===== config.mk =====
export PLATFORM = sky130hd
export DESIGN_NAME = vram_console_ctrl
export DESIGN_NICKNAME = d
export VERILOG_FILES = /design/src/rtl/vram_console_ctrl.sv
export SDC_FILE = /design/constraint.sdc
export NUM_CORES = 1
export LEC_CHECK = 0
export ABC_AREA = 1
export CORE_ASPECT_RATIO = 1.5
export CORE_MARGIN = 2
export CORE_UTILIZATION = 48
export DETAILED_ROUTE_END_ITERATION = 12
export GPL_TIMING_DRIVEN = 0
export PLACE_DENSITY = 0.84
export SYNTH_ARGS = -nofsm -noshare
export SYNTH_HDL_FRONTEND = slang
export SYNTH_SLANG_ARGS = --single-unit

===== constraint.sdc =====
create_clock -name clk -period 2 [get_ports clk]
set_input_delay 0.2 -clock clk [delete_from_list [all_inputs] [get_ports clk]]
set_output_delay 0.2 -clock clk [all_outputs]
set_load 0.05 [all_outputs]

===== src/rtl/vram_console_ctrl.sv =====
// VRAM write-port sequencer: CPU stores win, console engine fills the gaps.
// Optional per-line auto-clear on row advance: define VRAM_LINE_AUTOCLR_EN.
module vram_console_ctrl #(
  parameter int unsigned COLS      = 32,
  parameter int unsigned ROWS      = 24,
  parameter logic [7:0]  FILL_CHAR = 8'h20
) (
  input  logic                      clk,
  input  logic                      reset,
  input  logic                      cpu_we,
  input  logic [13:0]               cpu_a,
  input  logic [31:0]               cpu_wd,
  input  logic                      ch_valid,
  input  logic [7:0]                ch_data,
  input  logic [23:0]               ch_color,
  output logic                      ch_ready,
  input  logic                      clr_req,
  output logic                      busy,
  output logic                      vram_we,
  output logic [13:0]               vram_a,
  output logic [31:0]               vram_wd,
  output logic [$clog2(COLS)-1:0]   cur_col,
  output logic [$clog2(ROWS)-1:0]   cur_row
);

  localparam int unsigned ColW    = $clog2(COLS);
  localparam int unsigned RowW    = $clog2(ROWS);
  localparam logic [11:0] LastIdx = 12'(COLS * ROWS - 1);
  localparam logic [31:0] FillWd  = {24'h000000, FILL_CHAR};

`ifdef VRAM_LINE_AUTOCLR_EN
  typedef enum logic [1:0] {StIdle, StPut, StClear, StLclr} state_e;
`else
  typedef enum logic [1:0] {StIdle, StPut, StClear} state_e;
`endif

  state_e            state_q, state_d;
  logic [ColW-1:0]   col_q, col_d;
  logic [RowW-1:0]   row_q, row_d;
  logic              clr_pend_q, clr_pend_d;
  logic [11:0]       idx_q, idx_d;
  logic [31:0]       put_wd_q, put_wd_d;
  logic              put_adv_q, put_adv_d;
  logic              vram_we_q, vram_we_d;
  logic [13:0]       vram_a_q, vram_a_d;
  logic [31:0]       vram_wd_q, vram_wd_d;

  logic [11:0]       cur_idx;
  logic [RowW-1:0]   new_row;

  assign cur_idx = 12'(row_q) * 12'(COLS) + 12'(col_q);
  assign new_row = (row_q == RowW'(ROWS - 1)) ? '0 : row_q + 1'b1;

  assign ch_ready = !reset && (state_q == StIdle) && !clr_pend_q && !clr_req;
  assign busy     = (state_q != StIdle) || clr_pend_q;
  assign vram_we  = vram_we_q;
  assign vram_a   = vram_a_q;
  assign vram_wd  = vram_wd_q;
  assign cur_col  = col_q;
  assign cur_row  = row_q;

  always_comb begin
    state_d    = state_q;
    col_d      = col_q;
    row_d      = row_q;
    clr_pend_d = clr_pend_q | clr_req;
    idx_d      = idx_q;
    put_wd_d   = put_wd_q;
    put_adv_d  = put_adv_q;
    vram_we_d  = 1'b0;
    vram_a_d   = vram_a_q;
    vram_wd_d  = vram_wd_q;

    // CPU owns the port this cycle; the engine simply does not advance.
    if (cpu_we) begin
      vram_we_d = 1'b1;
      vram_a_d  = cpu_a;
      vram_wd_d = cpu_wd;
    end

    case (state_q)
      StIdle: begin
        if (clr_pend_q || clr_req) begin
          state_d = StClear;
          idx_d   = '0;
        end else if (ch_valid) begin
          put_wd_d  = {ch_color, ch_data};
          put_adv_d = 1'b1;
          case (ch_data)
            8'h0A: begin
              col_d = '0;
              row_d = new_row;
`ifdef VRAM_LINE_AUTOCLR_EN
              state_d = StLclr;
              idx_d   = 12'(new_row) * 12'(COLS);
`endif
            end
            8'h0D: col_d = '0;
            8'h08: begin
              if (col_q != '0) begin
                col_d     = col_q - 1'b1;
                put_wd_d  = FillWd;
                put_adv_d = 1'b0;
                state_d   = StPut;
              end
            end
            default: state_d = StPut;
          endcase
        end
      end
      StPut: begin
        if (!cpu_we) begin
          vram_we_d = 1'b1;
          vram_a_d  = {cur_idx, 2'b00};
          vram_wd_d = put_wd_q;
          state_d   = StIdle;
          if (put_adv_q) begin
            if (col_q == ColW'(COLS - 1)) begin
              col_d = '0;
              row_d = new_row;
`ifdef VRAM_LINE_AUTOCLR_EN
              state_d = StLclr;
              idx_d   = 12'(new_row) * 12'(COLS);
`endif
            end else begin
              col_d = col_q + 1'b1;
            end
          end
        end
      end
      StClear: begin
        if (!cpu_we) begin
          vram_we_d = 1'b1;
          vram_a_d  = {idx_q, 2'b00};
          vram_wd_d = FillWd;
          if (idx_q == LastIdx) begin
            col_d      = '0;
            row_d      = '0;
            clr_pend_d = 1'b0;
            state_d    = StIdle;
          end else begin
            idx_d = idx_q + 1'b1;
          end
        end
      end
`ifdef VRAM_LINE_AUTOCLR_EN
      StLclr: begin
        if (!cpu_we) begin
          vram_we_d = 1'b1;
          vram_a_d  = {idx_q, 2'b00};
          vram_wd_d = FillWd;
          if (idx_q == 12'(row_q) * 12'(COLS) + 12'(COLS - 1)) begin
            state_d = StIdle;
          end else begin
            idx_d = idx_q + 1'b1;
          end
        end
      end
`endif
      default: state_d = StIdle;
    endcase
  end

  always_ff @(posedge clk) begin
    if (reset) begin
      state_q    <= StIdle;
      col_q      <= '0;
      row_q      <= '0;
      clr_pend_q <= 1'b0;
      idx_q      <= '0;
      put_wd_q   <= '0;
      put_adv_q  <= 1'b0;
      vram_we_q  <= 1'b0;
      vram_a_q   <= '0;
      vram_wd_q  <= '0;
    end else begin
      state_q    <= state_d;
      col_q      <= col_d;
      row_q      <= row_d;
      clr_pend_q <= clr_pend_d;
      idx_q      <= idx_d;
      put_wd_q   <= put_wd_d;
      put_adv_q  <= put_adv_d;
      vram_we_q  <= vram_we_d;
      vram_a_q   <= vram_a_d;
      vram_wd_q  <= vram_wd_d;
    end
  end

endmodule


After elaboration in Yosys (flattened, before gate mapping)
Index checks and enable logic that the tools add are counted.

Bitwise gates (word level): 2. Reduce and logical (&&, ||, !) cells: 20. $add $sub $neg: 5. Muxes and demuxes: 48. Equality and inequality tests: 23.

Operators by type and width (number): two-way mux 32 bit (5); two-way mux 5 bit (15); case mux 32 bit (2 select lines) (1); two-way mux 14 bit (3); two-way mux 12 bit (3); case mux 5 bit (3 select lines) (2); case mux 14 bit (2 select lines) (1); equality test 8 x 4 -> 1 bit (second input constant) (3); case mux 12 bit (2 select lines) (1); AND reduction 9 bit (2); inequality test 2 bit (second input constant) (8); adder 12 x 1 -> 12 bit (second input constant) (1); equality test 12 x 10 -> 1 bit (second input constant) (1); two-way mux 2 bit (6); adder 10 x 5 -> 11 bit (1); adder 5 x 1 -> 5 bit (second input constant) (2); equality test 5 bit (second input constant) (2); case mux 5 bit (2 select lines) (1); inequality test 3 x 2 -> 1 bit (second input constant) (3); two-way mux 1 bit (8); case mux 2 bit (3 select lines) (1); AND reduction 6 bit (1); nonzero test 5 bit (1); subtractor 5 x 1 -> 5 bit (second input constant) (1); 17 further kinds (25).

Logic and storage cells: 108. Output and inout bits: 59. Register bits: 105.

Logic depth before layout (Yosys ltp)
Depth in word-level cells: 6. Gate-level depth with buffers: 12. Mapped depth without buffers: 12.

Worst setup path before layout
OpenSTA, ideal clock, no wires.

Kind: flip-flop to flip-flop. From: reg col_q[0], in the netlist cur_col[0]. To: reg row_q[3], in the netlist cur_row[3]. Arrival time: 1.819 ns. Buffers on the path: 0. Cell stages (with the launch flop): 11. Library setup time: 0.116 ns. Path slack: 0.065 ns. Cell sequence: dfxtp_1 > ha_1 > nand2_1 > nor2_1 > ha_1 > or2_2 > nand4_1 > nor2_1 > nand2_2 > o21ai_0 > nor2_1.

Cells in the longest elaborated chain, start to end: 3.

Ends and longest elaborated chain: start, declared (line 38) `logic [ColW-1:0] col_q, col_d;`; start signal, assigned (line 178) `col_q <= col_d;`; equality test 5 bit (line 118) `if (col_q == ColW'(COLS - 1)) begin`; inequality test 2 bit (no source line); AND reduction 9 bit (no source line); end signal, assigned (line 179) `row_q <= row_d;`; end, declared (line 39) `logic [RowW-1:0] row_q, row_d;`.

No other way between the ends. A chain may end at the register's enable or synchronous reset.

Worst setup path after layout
From: reg state_q[0]. To: out busy.

Cells in the longest elaborated chain, start to end: 2.

Ends and longest elaborated chain: start, declared (line 37) `state_e state_q, state_d;`; start signal, assigned (line 166) `state_q <= StIdle;`; start signal, assigned (line 177) `state_q <= state_d;`; nonzero test 2 bit (line 55) `assign busy = (state_q != StIdle) || clr_pend_q;`; logical OR 1 bit (line 55); end, declared (line 18) `output logic busy,`.

No other way between the ends.

==> flow_summary.json <==
{
  "track_usage_pct": 27.4,
  "via_per_inst": 5.41,
  "drive_gt1_share_pct": 11.1,
  "gp_congestion": 0.936,
  "clk_pin_slew_ns": 0.08,
  "antennaDiodeCount": 0,
  "port_buffers": 140,
  "cts_tree": "done",
  "p_leak_uw": 0.00283,
  "cp-start-kind": "flip-flop",
  "postSynthCellCount": 713,
  "report.final.hold_viol_count": 0,
  "area_delta_synth_final_pct": 37.8,
  "grt_pass1_vias": 5350,
  "path_class": "flip-flop to output port",
  "avgSynthCellArea_um2": 7.15,
  "cp_max_fo": 5,
  "yosysSeqAreaShare_pct": 41.2,
  "detail-route-antenna-nets": 0,
  "run_status": "finished clean",
  "tightest_slew_ns": 0.576,
  "fmaxAchievable_mhz": 526,
  "antenna_found_initial": 0,
  "power_density_nw_per_um2": 1570,
  "max_cap_violations": 0,
  "arrival_ns": 1.70,
  "synthesis.area_um2": 5100,
  "finalCriticalPeriod_ns": 1.90,
  "hold_path.class": "primary input to flip-flop",
  "finalSetupViolations": 0,
  "fin_cells": 1016,
  "fill_cells": 936,
  "cts_hold_buf": 0,
  "num_rows": 46,
  "peakVddDrop_mv": 0.964,
  "fp.dieW_um": 88.1,
  "first_iter_violations": 292,
  "skew_ns": 0.00958,
  "timing.final.crit_share_pct": 95.1,
  "ys.flop_type": "dfxtp_1",
  "holdWs_ns": 0.407,
  "dp.cells": 997,
  "hpwl_um": 11700,
  "grt_max_degree": 19,
  "regArea_um2": 2100,
  "reg2reg_depth": 9,
  "drt_pass1_iterations": 5,
  "worstSkewPairLatency_ns": 0.36,
  "synth_warnings": 0,
  "final_nets": 960,
  "cts_buffers": 9,
  "ctsLongestPathBuffers": 2,
  "wl_um": 15800,
  "pin_count": 142,
  "vias": 5498,
  "rsz0062_at_grt": "true",
  "design.die.area_um2": 11500,
  "cp-end-kind": "output port",
  "drv_slew": 0,
  "slew_headroom_pct": 61.6,
  "fp.dieH_um": 130,
  "ys_types": 37,
  "initial_utilization_pct": 48.7,
  "core_area_um2": 10500,
  "cts_sinks": 105,
  "wl_per_cell_um": 15.5,
  "crit_required_ns": 1.80,
  "grt_first_pass_wirelength_um": 24600,
  "synth.net_count": 806,
  "route.detailed.drc": 0,
  "synth_edf_count": 0,
  "synth_seq_cells": 105,
  "hold_path_depth": 3,
  "r2r_slack_ns": 0.1,
  "async_flop_share_pct": 0,
  "h-tree-depth": 3,
  "multi_input_area_um2": 2620,
  "root_buffer": "clkbuf_16",
  "grt_overflow_total": 0
}
==> per-layer routing <==
metal  vias to the layer above  global-route usage, %  part of all wire (%)
li1                       2682                      -                     -
met1                      2551                   28.9                    37
met2                       225                   50.0                    53
met3                        40                   6.14                   7.0
met4                         0                   13.9                   3.5
met5                         -                      0                     0
==> worst max-delay path, stage by stage (launching register included) <==
cell and delay, ns:
dfxtp_1 0.33, inv_1 0.10, ha_1 0.26, inv_1 0.13, or2_2 0.30, buf_2 0.22
==> path summary, 6_finish.rpt <==
check | start | to
worst max-delay path | state_q[0]$_SDFFE_PP0P_ | busy
worst min register to register | put_wd_q[7]$_SDFFE_PP0P_ | put_wd_q[7]$_SDFFE_PP0P_
worst min-delay path | ch_color[10] | put_wd_q[18]$_SDFFE_PP0P_
worst max register to register | state_q[0]$_SDFFE_PP0P_ | idx_q[11]$_SDFFE_PP0P_
==> through the flow <==
stage                     util, %  TNS (ns)  area [um^2]  setup WS (ns)  total power (uW)
after floorplan                 -         0         5100         0.0651              7090
after global placement       63.8     -3.59         6680         -0.388              8920
after detailed placement     63.8     -4.15         6680         -0.375              8980
after CTS                    66.7         0         6990         0.0322             10800
after global routing         67.1    -0.115         7030        -0.0498             11600
final                        67.1         0         7030         0.0980             11000
==> power breakdown <==
part | switching [uW] | internal (uW) | total [uW]
sequential | 375 | 2650 | 3030
combinational | 4100 | 2040 | 6140
clock | 846 | 983 | 1830
total | 5320 | 5680 | 11000
==> final cells by class <==
type,count,share of cell area [%]
buffer,40,2.58
clock buffer,9,3.21
clock inverter,7,1.12
inverter,57,3.15
multi-input combinational,511,37.3
sequential,105,29.9
tap,144,2.56
timing repair buffer,143,20.1
==> Yosys cell counts, drive strengths merged, types with 4 or more instances <==
cell type | number | area share, %
a21oi | 87 | 8.8
xor2 | 4 | 0.69
o221ai | 7 | 1.2
buf | 11 | 1.1
nand3 | 44 | 4.9
clkbuf | 29 | 2.1
or2 | 30 | 3.7
nor3 | 34 | 3.3
o21ai | 24 | 2.4
ha | 10 | 2.5
dfxtp | 105 | 41
nor2 | 75 | 6.0
inv | 55 | 4.1
nand4 | 4 | 0.49
o211ai | 5 | 0.74
o22ai | 32 | 3.9
nand2 | 146 | 11
==> cell families (layout without fill, tap and decap cells) <==
kind of cell | after synthesis | count (layout) | share of synthesized area (%)
AO/OA/AOI/OAI | 160 | 160 | 18.0
AND/OR/NAND/NOR | 335 | 335 | 29.8
flip-flops | 105 | 105 | 41.2
XOR/XNOR | 6 | 6 | 1.03
buffers and inverters | 97 | 256 | 7.51
adder cells (fa/ha/maj) | 10 | 10 | 2.45
==> registers in the layout, indices dropped and copies added, names as in the netlist <==
| signal | cells |
|---|---|
| idx_q | 12 |
| cur_col | 5 |
| put_wd_q | 32 |
| vram_a | 14 |
| state_q | 2 |
| cur_row | 5 |
| vram_wd | 32 |
| vram_we | 1 |
| clr_pend_q | 1 |
| put_adv_q | 1 |
==> cell usage in the layout, fill, tap and decap left out, drive strengths merged <==
cell	count
ha	10
nor2	75
a211oi	1
clkdlybuf4s50	138
o22ai	32
nor3	34
a21boi	1
a21oi	87
a311oi	2
or2	30
clkinv	4
xor2	4
clkbuf	36
nand4	4
a31oi	1
clkinvlp	3
inv	56
xnor2	2
and2	1
nand2	146
o221ai	7
nand3b	1
bufinv	1
buf	18
dfxtp	105
o21ai	24
nand3	44
o211ai	5
==> what timing repair did <==
action / CTS / global route
gates resized for setup: 12 / 25
cloned: 0 / 0
buffers inserted: 0 / 3
hold endpoints to repair: 0 / 0
setup endpoints to repair: 37 / 58
Note: power is estimated with default switching activity, not from simulation.
